===== src/rtl/core_sequencer.sv =====
// Multi-cycle FETCH/DECODE/EXECUTE/MEM/WB sequencer for the RV32I core.
// Owns the PC and instruction register, runs the imem/dmem handshakes and traps on faults.
//
// state   | meaning
// FETCH   | imem_req held until imem_ack; instruction latched on ack
// DECODE  | one cycle for i_decoder to settle on instr
// EXECUTE | next PC chosen, legality checked, route to MEM/WB/FETCH
// MEM     | dmem_req held until dmem_ack
// WB      | one-cycle register file write
// FAULT   | sticky trap; only reset leaves
module core_sequencer #(
    parameter int WORD_SIZE   = 32,
    parameter int ADDR_SIZE   = 10,
    parameter int MEM_TIMEOUT = 16,
    parameter int TO_W        = $clog2(MEM_TIMEOUT + 1)
) (
    input  logic                 clk,
    input  logic                 rst_n,
    output logic                 imem_req,
    output logic [ADDR_SIZE-1:0] imem_addr,
    input  logic                 imem_ack,
    input  logic [WORD_SIZE-1:0] imem_rdata,
    output logic [WORD_SIZE-1:0] instr,
    input  logic                 dec_mem_read,
    input  logic                 dec_mem_write,
    input  logic                 dec_mem_to_reg,
    input  logic                 dec_reg_write,
    input  logic                 dec_branch,
    input  logic                 dec_jump,
    input  logic                 branch_taken,
    input  logic [ADDR_SIZE-1:0] target_addr,
    output logic                 dmem_req,
    output logic                 dmem_we,
    input  logic                 dmem_ack,
    output logic                 reg_we,
    output logic                 wb_sel,
    output logic [ADDR_SIZE-1:0] pc,
    output logic                 retire,
    output logic                 fault,
    output logic [2:0]           state
);

    // A disabled timeout gives TO_W of 0; keep at least one counter bit.
    localparam int CNT_W = (TO_W < 1) ? 1 : TO_W;
    localparam logic [CNT_W-1:0] CNT_LAST = CNT_W'(MEM_TIMEOUT - 1);
    localparam logic [WORD_SIZE-1:0] NOP = WORD_SIZE'(32'h0000_0013);

    typedef enum logic [2:0] {
        S_FETCH   = 3'd0,
        S_DECODE  = 3'd1,
        S_EXECUTE = 3'd2,
        S_MEM     = 3'd3,
        S_WB      = 3'd4,
        S_FAULT   = 3'd5
    } state_t;

    state_t               state_q, state_d;
    logic [ADDR_SIZE-1:0] pc_q, pc_d;
    logic [ADDR_SIZE-1:0] next_pc_q, next_pc_d;
    logic [WORD_SIZE-1:0] instr_q, instr_d;
    logic [CNT_W-1:0]     cnt_q, cnt_d;
    logic                 fault_q, fault_d;
    logic                 take_target;
    logic                 timed_out;
    logic                 retire_c;
    logic [ADDR_SIZE-1:0] seq_pc;
    logic [ADDR_SIZE-1:0] sel_pc;

    always_comb begin
        state_d     = state_q;
        pc_d        = pc_q;
        next_pc_d   = next_pc_q;
        instr_d     = instr_q;
        cnt_d       = '0;
        fault_d     = fault_q;
        retire_c    = 1'b0;
        take_target = dec_jump | (dec_branch & branch_taken);
        seq_pc      = pc_q + ADDR_SIZE'(4);
        sel_pc      = take_target ? target_addr : seq_pc;
        // The count reaching MEM_TIMEOUT on this edge is a fault only if no ack arrived.
        timed_out   = (MEM_TIMEOUT != 0) && (cnt_q == CNT_LAST);

        case (state_q)
            S_FETCH: begin
                if (imem_ack) begin
                    instr_d = imem_rdata;
                    state_d = S_DECODE;
                end else if (timed_out) begin
                    state_d = S_FAULT;
                end else begin
                    cnt_d = cnt_q + CNT_W'(1);
                end
            end
            S_DECODE: begin
                state_d = S_EXECUTE;
            end
            S_EXECUTE: begin
                next_pc_d = sel_pc;
                if (dec_mem_read & dec_mem_write) begin
                    state_d = S_FAULT;
                end else if (take_target && (target_addr[1:0] != 2'b00)) begin
                    state_d = S_FAULT;
                end else if (dec_mem_read | dec_mem_write) begin
                    state_d = S_MEM;
                end else if (dec_reg_write) begin
                    state_d = S_WB;
                end else begin
                    state_d  = S_FETCH;
                    pc_d     = sel_pc;
                    retire_c = 1'b1;
                end
            end
            S_MEM: begin
                if (dmem_ack) begin
                    if (dec_mem_read & dec_reg_write) begin
                        state_d = S_WB;
                    end else begin
                        state_d  = S_FETCH;
                        pc_d     = next_pc_q;
                        retire_c = 1'b1;
                    end
                end else if (timed_out) begin
                    state_d = S_FAULT;
                end else begin
                    cnt_d = cnt_q + CNT_W'(1);
                end
            end
            S_WB: begin
                state_d  = S_FETCH;
                pc_d     = next_pc_q;
                retire_c = 1'b1;
            end
            S_FAULT: begin
                state_d = S_FAULT;
            end
            default: begin
                state_d = S_FAULT;
            end
        endcase

        if (state_d == S_FAULT) begin
            fault_d = 1'b1;
        end
    end

    always_ff @(posedge clk) begin
        if (!rst_n) begin
            state_q   <= S_FETCH;
            pc_q      <= '0;
            next_pc_q <= '0;
            instr_q   <= NOP;
            cnt_q     <= '0;
            fault_q   <= 1'b0;
        end else begin
            state_q   <= state_d;
            pc_q      <= pc_d;
            next_pc_q <= next_pc_d;
            instr_q   <= instr_d;
            cnt_q     <= cnt_d;
            fault_q   <= fault_d;
        end
    end

    assign imem_req  = (state_q == S_FETCH);
    assign imem_addr = pc_q;
    assign instr     = instr_q;
    assign dmem_req  = (state_q == S_MEM);
    assign dmem_we   = (state_q == S_MEM) & dec_mem_write;
    assign reg_we    = (state_q == S_WB);
    assign wb_sel    = dec_mem_to_reg;
    assign pc        = pc_q;
    assign retire    = retire_c;
    assign fault     = fault_q;
    assign state     = state_q;

endmodule


===== config.mk =====
export PLATFORM = sky130hd
export DESIGN_NAME = core_sequencer
export DESIGN_NICKNAME = d
export VERILOG_FILES = /design/src/rtl/core_sequencer.sv
export SDC_FILE = /design/constraint.sdc
export NUM_CORES = 1
export LEC_CHECK = 0
export CORE_MARGIN = 4
export CORE_UTILIZATION = 46
export CTS_CLUSTER_SIZE = 16
export DETAILED_ROUTE_END_ITERATION = 10
export PLACE_DENSITY = 0.86
export SLEW_MARGIN = 0
export SYNTH_ARGS = -nofsm -noshare
export SYNTH_HDL_FRONTEND = slang
export SYNTH_SLANG_ARGS = --single-unit

===== constraint.sdc =====
create_clock -name clk -period 3.9 [get_ports clk]
set_input_delay 0.585 -clock clk [delete_from_list [all_inputs] [get_ports clk]]
set_output_delay 0.585 -clock clk [all_outputs]
set_load 0.01 [all_outputs]

==> run_results.csv, run 1 <==
group,metric,value,unit
grt,overflow,0,
grt,grt_first_pass_wirelength,11.6,mm
die,core_area,0.00596,sq mm
cells_and_area,num-nets-final,493,
route,routed_via_density,5.17,
cells_and_area,diodes,0,
sta,worst_pin_slew,1.08,ns
cells_and_area,areaGrowthSynthToFinish,43.3,%
synthesis,synthTopCellsByArea,"dfxtp_1, nand2_1, a21boi_0, buf_4, nor2_1",
worst_setup_path,crit_path_end_kind,"output port",
sta,min_period_over_period,0.754,
synthesis,yosysMostFrequentCell,"nand2_1",
sta,setup_tns,0,ns
synthesis,async_flop_share,0,
run,drv_cap,0,
die,io_pins,115,
sta,skew,0.0103,ns
synthesis,yosys_warnings,0,
cts,clkSinkCount,61,
grt,grt_pass1_vias,2546,
synthesis,ys_seq_elements,61,
grt,grt_max_degree,33,
route,vias,2673,
sta,timing.final.crit_period,2.94,ns
cts,clk_pin_slew,0.06,ns
route,finalWirelength,7.12,mm
route,ant_nets,0,
cts,post_cts_buffers,0,
route,drc_errors,0,
hold_path,hp-class,"register to register",
worst_setup_path,cp.required,3.31,ns
worst_setup_path,critPathArrivalTime,2.35,ns
worst_setup_path,crit_fanout,14,
synthesis,synth_common_cells,"nand2_1, dfxtp_1, a21boi_0",
synthesis,avgSynthCellArea,8.19,sq um
cts,tritoncts,"built",
cts,clk_latency,0.33,ns
power,p_per_area,377,mW/mm^2
route,avgRoutedWirePerCell,13.8,microns
power,leakage,1.55,nW
sta,finalHoldViolations,0,
cts,cts_resized,0,
place,io_buffer_count,112,
cts,clockBufferDepth,2,
synthesis,syn_area,0.00283,sq mm
die,initial_utilization,0.475,
cts,root_buffer,"clkbuf_8",
route,drt_pre_antenna_iters,4,
sta,maxSlewViolCount,0,
place,gp_congestion,0.804,
sta,grt_setup_unrepaired,"no",
hold_path,hp-start,"cnt_q[0]",
synthesis,synth_top_area_cell,"dfxtp_1",
cts,cts_inserted_buffers,9,
worst_setup_path,r2r-end,"instr[17]",
cts,hold_buffers,0,
grt,grt_use_total,0.192,
synthesis,ys_types,43,
cells_and_area,postLayoutCoreUtil,0.680,
grt,antenna_found_initial,0,
worst_setup_path,reg2reg_depth,4,
synthesis,synth_flop_cell,"dfxtp_1",
synthesis,synthCells,345,
place,dp_hpwl,5.05,mm
die,placementRows,28,
die,fp.dieArea,0.00746,sq mm
synthesis,synth_nets,400,
sta,setup_viol,0,
worst_setup_path,r2r-start,"state[2]",
sta,timing.hold.ws,0.446,ns
cells_and_area,drive_gt1_frac,0.0520,
power,irDropWorstVdd,0.215,mV
cts,cts_htree_levels,3,
worst_setup_path,start_kind,"input port",
sta,relSlewSlack,0.277,
worst_setup_path,r2r_setup_slack,1.86,ns
power,p_total,1.53,mW
route,drt_iter0_markers,124,
worst_setup_path,crit_type,"input port to output port",
hold_path,holdPathStages,1,
die,die_w,86.4,microns
sta,clock.fmax,340,MHz
cells_and_area,fin_area,0.00405,sq mm
place,placed_cell_area,0.00387,sq mm
synthesis,ys_seq_area_frac,0.432,
hold_path,whs_endpoint,"cnt_q[0]",
die,fp.dieH,86.4,microns
status,status,"finished, final reports clean",
synthesis,synth_edf_count,0,
synthesis,yosys.area.top_type_share,0.432,
metrics by stage:
stage	std cells	worst slack (ns)
floorplan	345	1.70
global placement	502	0.975
detailed placement	502	0.967
CTS	517	0.950
global route	517	0.819
finish	517	0.960
cell families (layout without fill, tap and decap cells):
kind of cell    Yosys count  in the layout  synth area share
simple gates            144            144             0.228
flops                    61             61             0.432
xor+xnor                  8              8            0.0248
compound gates           89             89             0.215
fa+ha+maj                 2              2           0.00885
buf+inv                  35            132            0.0704
mux                       6              6            0.0212
registers in the layout, summed over array words and instances, names as in the netlist:
name       cells
instr         32
imem_addr     10
next_pc_q     10
cnt_q          5
state          3
fault          1
worst max-delay path by stage:
stage                     from  endpoint  slack, ns  cells after the start
global placement    dec_branch    retire       0.97                      6
CTS                 dec_branch    retire       0.95                      6
finish              dec_branch    retire       0.96                      6
global route        dec_branch    retire       0.82                      6
detailed placement  dec_branch    retire       0.97                      6
floorplan           dec_branch    retire       1.70                      4
final cells by class:
cell class,count,area (sq um)
Fill cell,486,1910
Clock buffer,14,173
Tap cell,75,93.8
Timing Repair Buffer,115,1140
Multi-Input combinational cell,249,1410
Clock inverter,1,5.00
Inverter,2,7.51
Sequential cell,61,1220
power by group:
part	leakage, nW	total, mW	internal [mW]	switching, mW
clock	0.0926	0.505	0.279	0.226
sequential	0.498	0.702	0.667	0.0345
combinational	0.956	0.322	0.174	0.148
worst max-delay path, stage by stage:
cell	delay, ns
clkdlybuf4s50_1	0.43
a21oi_1	0.15
buf_4	0.21
o21ai_1	0.14
o31ai_4	0.27
clkdlybuf4s50_1	0.58
cell usage in the layout, fill, tap and decap left out, types with 4 or more instances in the layout:
master / synthesis / final
a211o_1: 4 / 4
a211oi_1: 4 / 4
a21boi_0: 26 / 26
a21boi_1: 6 / 6
a21oi_1: 14 / 14
a31oi_1: 7 / 7
clkbuf_8: 0 / 12
clkdlybuf4s50_1: 0 / 112
dfxtp_1: 61 / 61
mux2i_1: 6 / 6
nand2_1: 88 / 88
nand3_1: 9 / 9
nor2_1: 21 / 21
nor3_1: 4 / 4
o21ai_0: 8 / 8
o21ai_1: 7 / 7
o22ai_1: 4 / 4
xor2_1: 6 / 6
metal layers:
metal,GRT usage,routed length (microns),vias up
met2,0.308,3270,94
met1,0.231,3030,1222
met4,0.0722,112,0
met5,0,0,-
met3,0.0770,700,13
li1,-,-,1344
Power figures use the tool's default switching activity.
==> run 2, diff against run 1 <==
- CORE_UTILIZATION: 46 -> 43
- PLACE_DENSITY: 0.86 -> 0.81
- clock period: 3.9 -> 2.94 ns (I/O delays scaled with it)
==> run 2 against run 1 <==
  * Critical path depth down 3
  * Total power up 40%
  * Clock power up 54%
  * Sequential power up 33%
  * Wire length up 2.7%
  * Sequential cell count unchanged
  * Cell count up 1.2%
  * Worst setup slack worse by 0.73 ns
  * Clock skew about the same
  * Largest cell class unchanged
==> run_results.csv, run 2 (synthesis results as in run 1) <==
group,metric,value,unit
die,fp.dieArea,0.00793,sq mm
grt,overflow,0,
cells_and_area,final_common_cell,"clkdlybuf4s50_1",
grt,grt_first_pass_wirelength,11.7,mm
cts,clkSinkCount,61,
route,avgRoutedWirePerCell,14.0,microns
cells_and_area,postLayoutCoreUtil,0.647,
sta,timing.final.crit_period,2.71,ns
status,status,"finished, final reports clean",
sta,min_period_over_period,0.920,
worst_setup_path,critPathArrivalTime,2.27,ns
cts,cts_resized,0,
run,drv_cap,0,
cts,cts_inserted_buffers,9,
worst_setup_path,crit_type,"register to output port",
cells_and_area,diodes,0,
sta,finalHoldViolations,0,
worst_setup_path,crit_path_end_kind,"output port",
power,irDropWorstVdd,0.355,mV
grt,grt_use_total,0.187,
route,vias,2727,
route,routed_via_density,5.21,
die,die_w,89.1,microns
route,finalWirelength,7.31,mm
hold_path,hp-class,"register to register",
place,dp_hpwl,5.26,mm
sta,setup_tns,0,ns
cells_and_area,drive_gt1_frac,0.0628,
route,ant_nets,0,
grt,antenna_found_initial,0,
sta,grt_setup_unrepaired,"no",
sta,setup_viol,0,
sta,clock.fmax,370,MHz
sta,skew,0.0102,ns
die,io_pins,115,
place,gp_congestion,0.793,
sta,relSlewSlack,0.557,
cts,clockBufferDepth,2,
cts,tritoncts,"built",
cts,clk_pin_slew,0.07,ns
die,fp.dieH,89.1,microns
worst_setup_path,cp_slowest_stage_delay,0.58,ns
worst_setup_path,crit_slowest_cell,"clkdlybuf4s50_1",
route,drt_iter0_markers,91,
cells_and_area,num-nets-final,496,
route,drc_errors,0,
die,placementRows,29,
worst_setup_path,crit_fanout,13,
cts,clk_latency,0.33,ns
place,io_buffer_count,112,
cts,hold_buffers,0,
grt,grt_pass1_vias,2673,
cells_and_area,largest_reg_flops,32,
cells_and_area,final_cell_mix,"clkdlybuf4s50_1, nand2_1, dfxtp_1",
die,core_area,0.00635,sq mm
worst_setup_path,cp.required,2.50,ns
cts,root_buffer,"clkbuf_8",
route,drt_pre_antenna_iters,4,
die,initial_utilization,0.445,
cts,post_cts_buffers,0,
worst_setup_path,worstPathCellList,"or3b_4 -> o31ai_4 -> clkdlybuf4s50_1",
sta,maxSlewViolCount,0,
cts,cts_htree_levels,3,
worst_setup_path,cpLargestDelayFamily,"buffers and inverters",
worst_setup_path,critPathBufInv,1,
cells_and_area,areaGrowthSynthToFinish,45.4,%
grt,grt_max_degree,33,
power,p_per_area,522,mW/mm^2
power,leakage,1.57,nW
sta,worst_pin_slew,0.664,ns
worst_setup_path,start_kind,"register",
==> run 2: layout make-up <==
| cell class | count | area (sq um) |
|---|---|---|
| inverter | 2 | 7.51 |
| fill | 520 | 2240 |
| tap | 77 | 96.3 |
| clock inverter | 3 | 42.5 |
| sequential | 61 | 1220 |
| multi-input combinational | 249 | 1410 |
| clock buffer | 13 | 169 |
| timing repair buffer | 118 | 1170 |
==> run 2: worst paths after layout <==
check        slack [ns]  depth (start not counted)     start      endpoint
min                0.46                          1  cnt_q[0]      cnt_q[0]
max reg2reg        0.94                          5  state[1]  imem_addr[3]
max                0.23                          3  state[1]        retire
min reg2reg        0.46                          1  cnt_q[0]      cnt_q[0]
==> run 2: where the power goes <==
part | switching, mW | internal (mW) | leakage [nW]
registers | 0.0458 | 0.885 | 0.498
clock network | 0.320 | 0.460 | 0.106
logic | 0.199 | 0.235 | 0.970
total | 0.565 | 1.58 | 1.57
==> run 2: worst reg2reg max path, stage by stage (launching register included) <==
cell     delay [ns]
dfxtp_1        0.57
or3b_4         0.54
o31ai_4        0.25
buf_4          0.27
nand2_2        0.12
o22ai_1        0.18
==> run 2: through the flow <==
stage                     hold slack (ns)  total power, mW  setup slack (ns)  instances  cell area (sq um)
final                               0.455             2.14             0.234        523               4110
after detailed placement            0.447             1.39             0.389        507               3900
after CTS                           0.457             2.17             0.201        523               4110
after global placement              0.430             1.37             0.412        507               3900
after floorplan                     0.418             1.16              1.03        345               2830
after global routing                0.471             2.25             0.150        523               4110
==> run 2: metal layers <==
| metal | routed length (microns) | vias up | global-route usage | share of wire |
|---|---|---|---|---|
| li1 | - | 1361 | - | - |
| met1 | 3160 | 1243 | 0.214 | 0.43 |
| met2 | 3230 | 108 | 0.304 | 0.44 |
| met3 | 804 | 15 | 0.0793 | 0.11 |
| met4 | 116 | 0 | 0.0866 | 0.016 |
| met5 | 0 | - | 0 | 0 |
